[config.mk]
export PLATFORM = sky130hd
export DESIGN_NAME = mem_io_arbiter
export DESIGN_NICKNAME = d
export VERILOG_FILES = /design/src/rtl/mem_io_arbiter.sv
export SDC_FILE = /design/constraint.sdc
export NUM_CORES = 1
export LEC_CHECK = 0
export BUFFER_PORTS_ARGS = -buffer_cell sky130_fd_sc_hd__buf_4
export CORE_MARGIN = 2
export CORE_UTILIZATION = 47
export DETAILED_ROUTE_END_ITERATION = 10
export PLACE_DENSITY = 0.78
export SLEW_MARGIN = 20
export SYNTH_ARGS = -nofsm -noshare
export SYNTH_HDL_FRONTEND = slang
export SYNTH_SLANG_ARGS = --single-unit
[constraint.sdc]
create_clock -name clk_i -period 2.26 [get_ports clk_i]
set_clock_uncertainty 0.2 [all_clocks]
set_input_delay 0.226 -clock clk_i [delete_from_list [all_inputs] [get_ports clk_i]]
set_output_delay 0.226 -clock clk_i [all_outputs]
set_load 0.005 [all_outputs]
[src/rtl/mem_io_arbiter.sv]
// Shares one single-port synchronous RAM between the instruction-fetch and data ports.
// Also decodes a single memory-mapped IO register whose low byte drives the LEDs.
module mem_io_arbiter #(
    parameter int                   BUS_WIDTH  = 32,
    parameter int                   ADDR_WIDTH = 10,
    parameter logic [BUS_WIDTH-1:0] IO_ADDR    = 32'hFFFF_FFF0
) (
    input  logic                    clk_i,
    input  logic                    rst_n_i,
    input  logic                    if_req_i,
    input  logic [BUS_WIDTH-1:0]    if_addr_i,
    output logic                    if_ack_o,
    output logic [BUS_WIDTH-1:0]    if_rdata_o,
    input  logic                    dm_req_i,
    input  logic                    dm_we_i,
    input  logic [BUS_WIDTH-1:0]    dm_addr_i,
    input  logic [BUS_WIDTH-1:0]    dm_wdata_i,
    input  logic [BUS_WIDTH/8-1:0]  dm_be_i,
    output logic                    dm_ack_o,
    output logic [BUS_WIDTH-1:0]    dm_rdata_o,
    output logic                    err_o,
    output logic                    mem_en_o,
    output logic [BUS_WIDTH/8-1:0]  mem_we_o,
    output logic [ADDR_WIDTH-1:0]   mem_addr_o,
    output logic [BUS_WIDTH-1:0]    mem_wdata_o,
    input  logic [BUS_WIDTH-1:0]    mem_rdata_i,
    output logic [BUS_WIDTH-1:0]    mem_map_io_o
);
    localparam int NB = BUS_WIDTH / 8;

    typedef enum logic [1:0] {S_IDLE, S_ACCESS, S_RESP} state_e;
    typedef enum logic [1:0] {K_MEM, K_IO, K_ERR} kind_e;

    state_e                 state_q, state_d;
    kind_e                  kind_q, kind_d, sel_kind;
    logic                   own_dm_q, own_dm_d;
    logic                   last_dm_q, last_dm_d;
    logic                   we_q, we_d;
    logic [BUS_WIDTH-1:0]   wdata_q, wdata_d;
    logic [NB-1:0]          be_q, be_d;
    logic [BUS_WIDTH-1:0]   io_q, io_d;
    logic                   mem_en_q, mem_en_d;
    logic [NB-1:0]          mem_we_q, mem_we_d;
    logic [ADDR_WIDTH-1:0]  mem_addr_q, mem_addr_d;
    logic [BUS_WIDTH-1:0]   mem_wdata_q, mem_wdata_d;

    logic                   pick_dm;
    logic [BUS_WIDTH-1:0]   sel_addr;
    logic [BUS_WIDTH-1:0]   rdata_sel;
    logic                   resp;

    function automatic kind_e decode(input logic [BUS_WIDTH-1:0] a);
        if (a[1:0] != 2'b00)                  return K_ERR;
        if (a == IO_ADDR)                     return K_IO;
        if ((a >> (ADDR_WIDTH + 2)) == '0)    return K_MEM;
        return K_ERR;
    endfunction

    // Round-robin on a tie: the port that was not served last wins.
    assign pick_dm  = dm_req_i && (!if_req_i || !last_dm_q);
    assign sel_addr = pick_dm ? dm_addr_i : if_addr_i;
    assign sel_kind = decode(sel_addr);

    always_comb begin
        state_d     = state_q;
        kind_d      = kind_q;
        own_dm_d    = own_dm_q;
        last_dm_d   = last_dm_q;
        we_d        = we_q;
        wdata_d     = wdata_q;
        be_d        = be_q;
        io_d        = io_q;
        mem_en_d    = 1'b0;
        mem_we_d    = '0;
        mem_addr_d  = mem_addr_q;
        mem_wdata_d = mem_wdata_q;
        case (state_q)
            S_IDLE: begin
                if (if_req_i || dm_req_i) begin
                    state_d  = S_ACCESS;
                    own_dm_d = pick_dm;
                    kind_d   = sel_kind;
                    we_d     = pick_dm && dm_we_i;
                    wdata_d  = dm_wdata_i;
                    be_d     = dm_be_i;
                    // Memory strobes are registered so they are live exactly during ACCESS.
                    if (sel_kind == K_MEM) begin
                        mem_en_d    = 1'b1;
                        mem_we_d    = (pick_dm && dm_we_i) ? dm_be_i : '0;
                        mem_addr_d  = sel_addr[ADDR_WIDTH+1:2];
                        mem_wdata_d = dm_wdata_i;
                    end
                end
            end
            S_ACCESS: begin
                state_d = S_RESP;
                if (kind_q == K_IO && we_q) begin
                    for (int i = 0; i < NB; i++)
                        if (be_q[i]) io_d[8*i +: 8] = wdata_q[8*i +: 8];
                end
            end
            S_RESP: begin
                state_d   = S_IDLE;
                last_dm_d = own_dm_q;
            end
            default: state_d = S_IDLE;
        endcase
    end

    always_ff @(posedge clk_i) begin
        if (!rst_n_i) begin
            state_q     <= S_IDLE;
            kind_q      <= K_MEM;
            own_dm_q    <= 1'b0;
            last_dm_q   <= 1'b1;
            we_q        <= 1'b0;
            wdata_q     <= '0;
            be_q        <= '0;
            io_q        <= '0;
            mem_en_q    <= 1'b0;
            mem_we_q    <= '0;
            mem_addr_q  <= '0;
            mem_wdata_q <= '0;
        end else begin
            state_q     <= state_d;
            kind_q      <= kind_d;
            own_dm_q    <= own_dm_d;
            last_dm_q   <= last_dm_d;
            we_q        <= we_d;
            wdata_q     <= wdata_d;
            be_q        <= be_d;
            io_q        <= io_d;
            mem_en_q    <= mem_en_d;
            mem_we_q    <= mem_we_d;
            mem_addr_q  <= mem_addr_d;
            mem_wdata_q <= mem_wdata_d;
        end
    end

    assign resp      = (state_q == S_RESP);
    assign rdata_sel = (kind_q == K_MEM) ? mem_rdata_i :
                       (kind_q == K_IO)  ? io_q : '0;

    assign if_ack_o     = resp && !own_dm_q;
    assign dm_ack_o     = resp && own_dm_q;
    assign if_rdata_o   = if_ack_o ? rdata_sel : '0;
    assign dm_rdata_o   = dm_ack_o ? rdata_sel : '0;
    assign err_o        = resp && (kind_q == K_ERR);
    // Reset landing mid-ACCESS must not let the RAM commit the dropped write.
    assign mem_en_o     = mem_en_q && rst_n_i;
    assign mem_we_o     = mem_we_q & {NB{rst_n_i}};
    assign mem_addr_o   = mem_addr_q;
    assign mem_wdata_o  = mem_wdata_q;
    assign mem_map_io_o = io_q;
endmodule

==> flow_metrics.env <==
export IMPL_whs_ns=0.0268
export IMPL_finalSetupViolCount=0
export IMPL_hold_viol=0
export IMPL_post_drt_wl_per_cell_um=16.7
export IMPL_synth_area_top_cells="dfxtp_1 42%, nand2_1 15%, mux2i_1 13%, a21boi_0 7.7%, nor3_1 5.8%"
export IMPL_root_buffer="clkbuf_16"
export IMPL_top_level_ports=283
export IMPL_wirelength_um=20400
export IMPL_clkTransAtPathRegs_ns=0.05
export IMPL_worstPathArrival_ns=1.73
export IMPL_synth_edff_count=0
export IMPL_worstSetupStartpointType="register"
export IMPL_outcome="finished, final reports clean"
export IMPL_holdPathStages=5
export IMPL_crit_type="register to primary output"
export IMPL_fin_crit_ns=2.15
export IMPL_synthFlopType="dfxtp_1"
export IMPL_coreArea_mm2=0.0121
export IMPL_cts_htree_levels=4
export IMPL_layout_commonest_cell="buf_4"
export IMPL_routabilityCongestion=0.945
export IMPL_crit_path_end_kind="primary output"
export IMPL_syn_inst=728
export IMPL_grt_max_degree=50
export IMPL_drive_above_1_share=0.330
export IMPL_crit_required_ns=1.83
export IMPL_multiInputGateArea_mm2=0.00315
export IMPL_post_cts_setup_buffers=0
export IMPL_antenna_cells=0
export IMPL_drc_errors=0
export IMPL_yosysWarnings=0
export IMPL_cts_buffer_depth=2
export IMPL_die_width_um=116
export IMPL_ant_nets=0
export IMPL_clock_sinks=122
export IMPL_setup_tns_ns=0
export IMPL_fin_util=0.765
export IMPL_io_buffers=282
export IMPL_vias=6368
export IMPL_synth_top_area_frac=0.416
export IMPL_wl_met3_um=1430
export IMPL_via_per_inst=5.22
export IMPL_relSlewSlack=0.640
export IMPL_worstSkewPairLatency_ns=0.41
export IMPL_rsz0062_at_grt="no"
export IMPL_dpl_cell_count=1140
export IMPL_synth_top_area_cell="dfxtp_1"
export IMPL_dieHeight_um=116
export IMPL_slew_violations=0
export IMPL_netlist_area_mm2=0.00588
export IMPL_p_per_area_mw_per_mm2=642
export IMPL_ys_seq_elements=122
export IMPL_grt_first_pass_wirelength_um=31100
export IMPL_drtPass1Iterations=5
export IMPL_met1_length_um=8710
export IMPL_tightestPinTransition_ns=0.539
export IMPL_n_fill_cell=881
export IMPL_fin_cells=1219
export IMPL_hp_class="input port to register"
export IMPL_synth_seq_area_share=0.416
export IMPL_p_leak_nw=3.97
export IMPL_ys_types=39
export IMPL_final_nets=1175
export IMPL_drv_cap=0
export IMPL_r2r_cells=6
export IMPL_cts_tree="built"
export IMPL_synth_nets=865
export IMPL_crit_fanout=22
export IMPL_dp_hpwl_um=14300
export IMPL_ff_latch_area_mm2=0.00245
export IMPL_max_freq_ghz=0.465
export IMPL_dr_first_iter_drc_count=358
export IMPL_grt_overflow=0
export IMPL_synthArstFlopShare=0
export IMPL_fin_crit_sh=0.952
export IMPL_grt_pass1_vias=6068
export IMPL_die_area_mm2=0.0134
export IMPL_totalPowerFinal_mw=5.94
export IMPL_dr_wl_met2_um=9710
export IMPL_syn_area_per_cell_um2=8.07
export IMPL_grtUsageTotal=0.298
export IMPL_rows=40
export IMPL_cts_buffers=17
export IMPL_peakVddDrop_mv=0.614
export IMPL_antenna_found_initial=0
export IMPL_top_layer_used="met4"
export IMPL_area_growth_pct=57.6
export IMPL_start_util=0.485
export IMPL_final_cell_mix="299 x buf_4, 229 x nand2_1, 119 x dfxtp_1"
## metrics by stage
step	cell area, um^2	setup WS, ns
after floorplan	5880	0.326
after CTS	9250	0.0300
final	9260	0.108
after global placement	8130	0.131
after detailed placement	8130	0.0713
after global routing	9260	0.0202
## layout make-up
type                            instances  area share
Multi-Input combinational cell        541       0.340
Timing Repair Buffer                  349       0.300
Sequential cell                       122       0.264
Clock buffer                           21      0.0497
Tap cell                              168      0.0227
Clock inverter                         11      0.0208
Inverter                                7     0.00284
## flip-flops by register name (all words and copies together) (netlist names), 2 cells and up
signal        cells
mem_wdata_o      32
mem_addr_o       10
mem_map_io_o     32
be_q              4
wdata_q          32
state_q           2
mem_we_q          4
kind_q            2
## worst max-delay path, stage by stage (launching register included)
cell     delay (ns)
dfxtp_2        0.33
buf_4          0.37
mux2i_1        0.37
nor3_1         0.09
buf_4          0.15
## synthesized netlist by cell type, types with 7 or more instances
master    count
clkbuf_1     40
and2_1        8
dfxtp_1     122
nor3_1       68
nand2_1     229
buf_1         9
nand4_1      12
inv_1         7
nor2_1        7
mux2i_1      74
nor4_1        8
a21boi_0     60
a21boi_1     10
nand3_1      36
## cell families (layout without fill, tap and decap cells)
family | count (synthesis) | count (layout) | share of synthesized area
flops | 122 | 122 | 0.416
simple gates | 384 | 384 | 0.297
buf+inv | 65 | 388 | 0.0522
compound gates | 83 | 83 | 0.109
mux | 74 | 74 | 0.126
## repair_timing
action | 4_1_cts | 5_1_grt
setup endpoints to repair | 32 | 6
hold endpoints to repair | 78 | 0
gates resized for setup | 1 | 3
hold buffers | 47 | 0
## worst paths after layout
| path | startpoint | to | slack [ns] |
|---|---|---|---|
| min reg2reg | mem_addr_o[5] | mem_addr_o[5] | 0.26 |
| max | kind_q[0] | if_rdata_o[15] | 0.11 |
| min | dm_addr_i[9] | mem_addr_o[7] | 0.03 |
| max reg2reg | last_dm_q | mem_wdata_o[2] | 0.13 |
## per-layer routing
layer	global-route usage	vias to the layer above
met5	0	-
met4	0.113	0
met3	0.0680	42
met2	0.492	270
met1	0.382	2950
li1	-	3106
## power breakdown
group          internal [mW]  leakage (nW)  switching, mW
clock network           2.01         0.302          0.951
registers               2.21         0.992         0.0694
logic                  0.357          2.68          0.339
total                   4.58          3.97           1.36
Power figures use the tool's default switching activity.
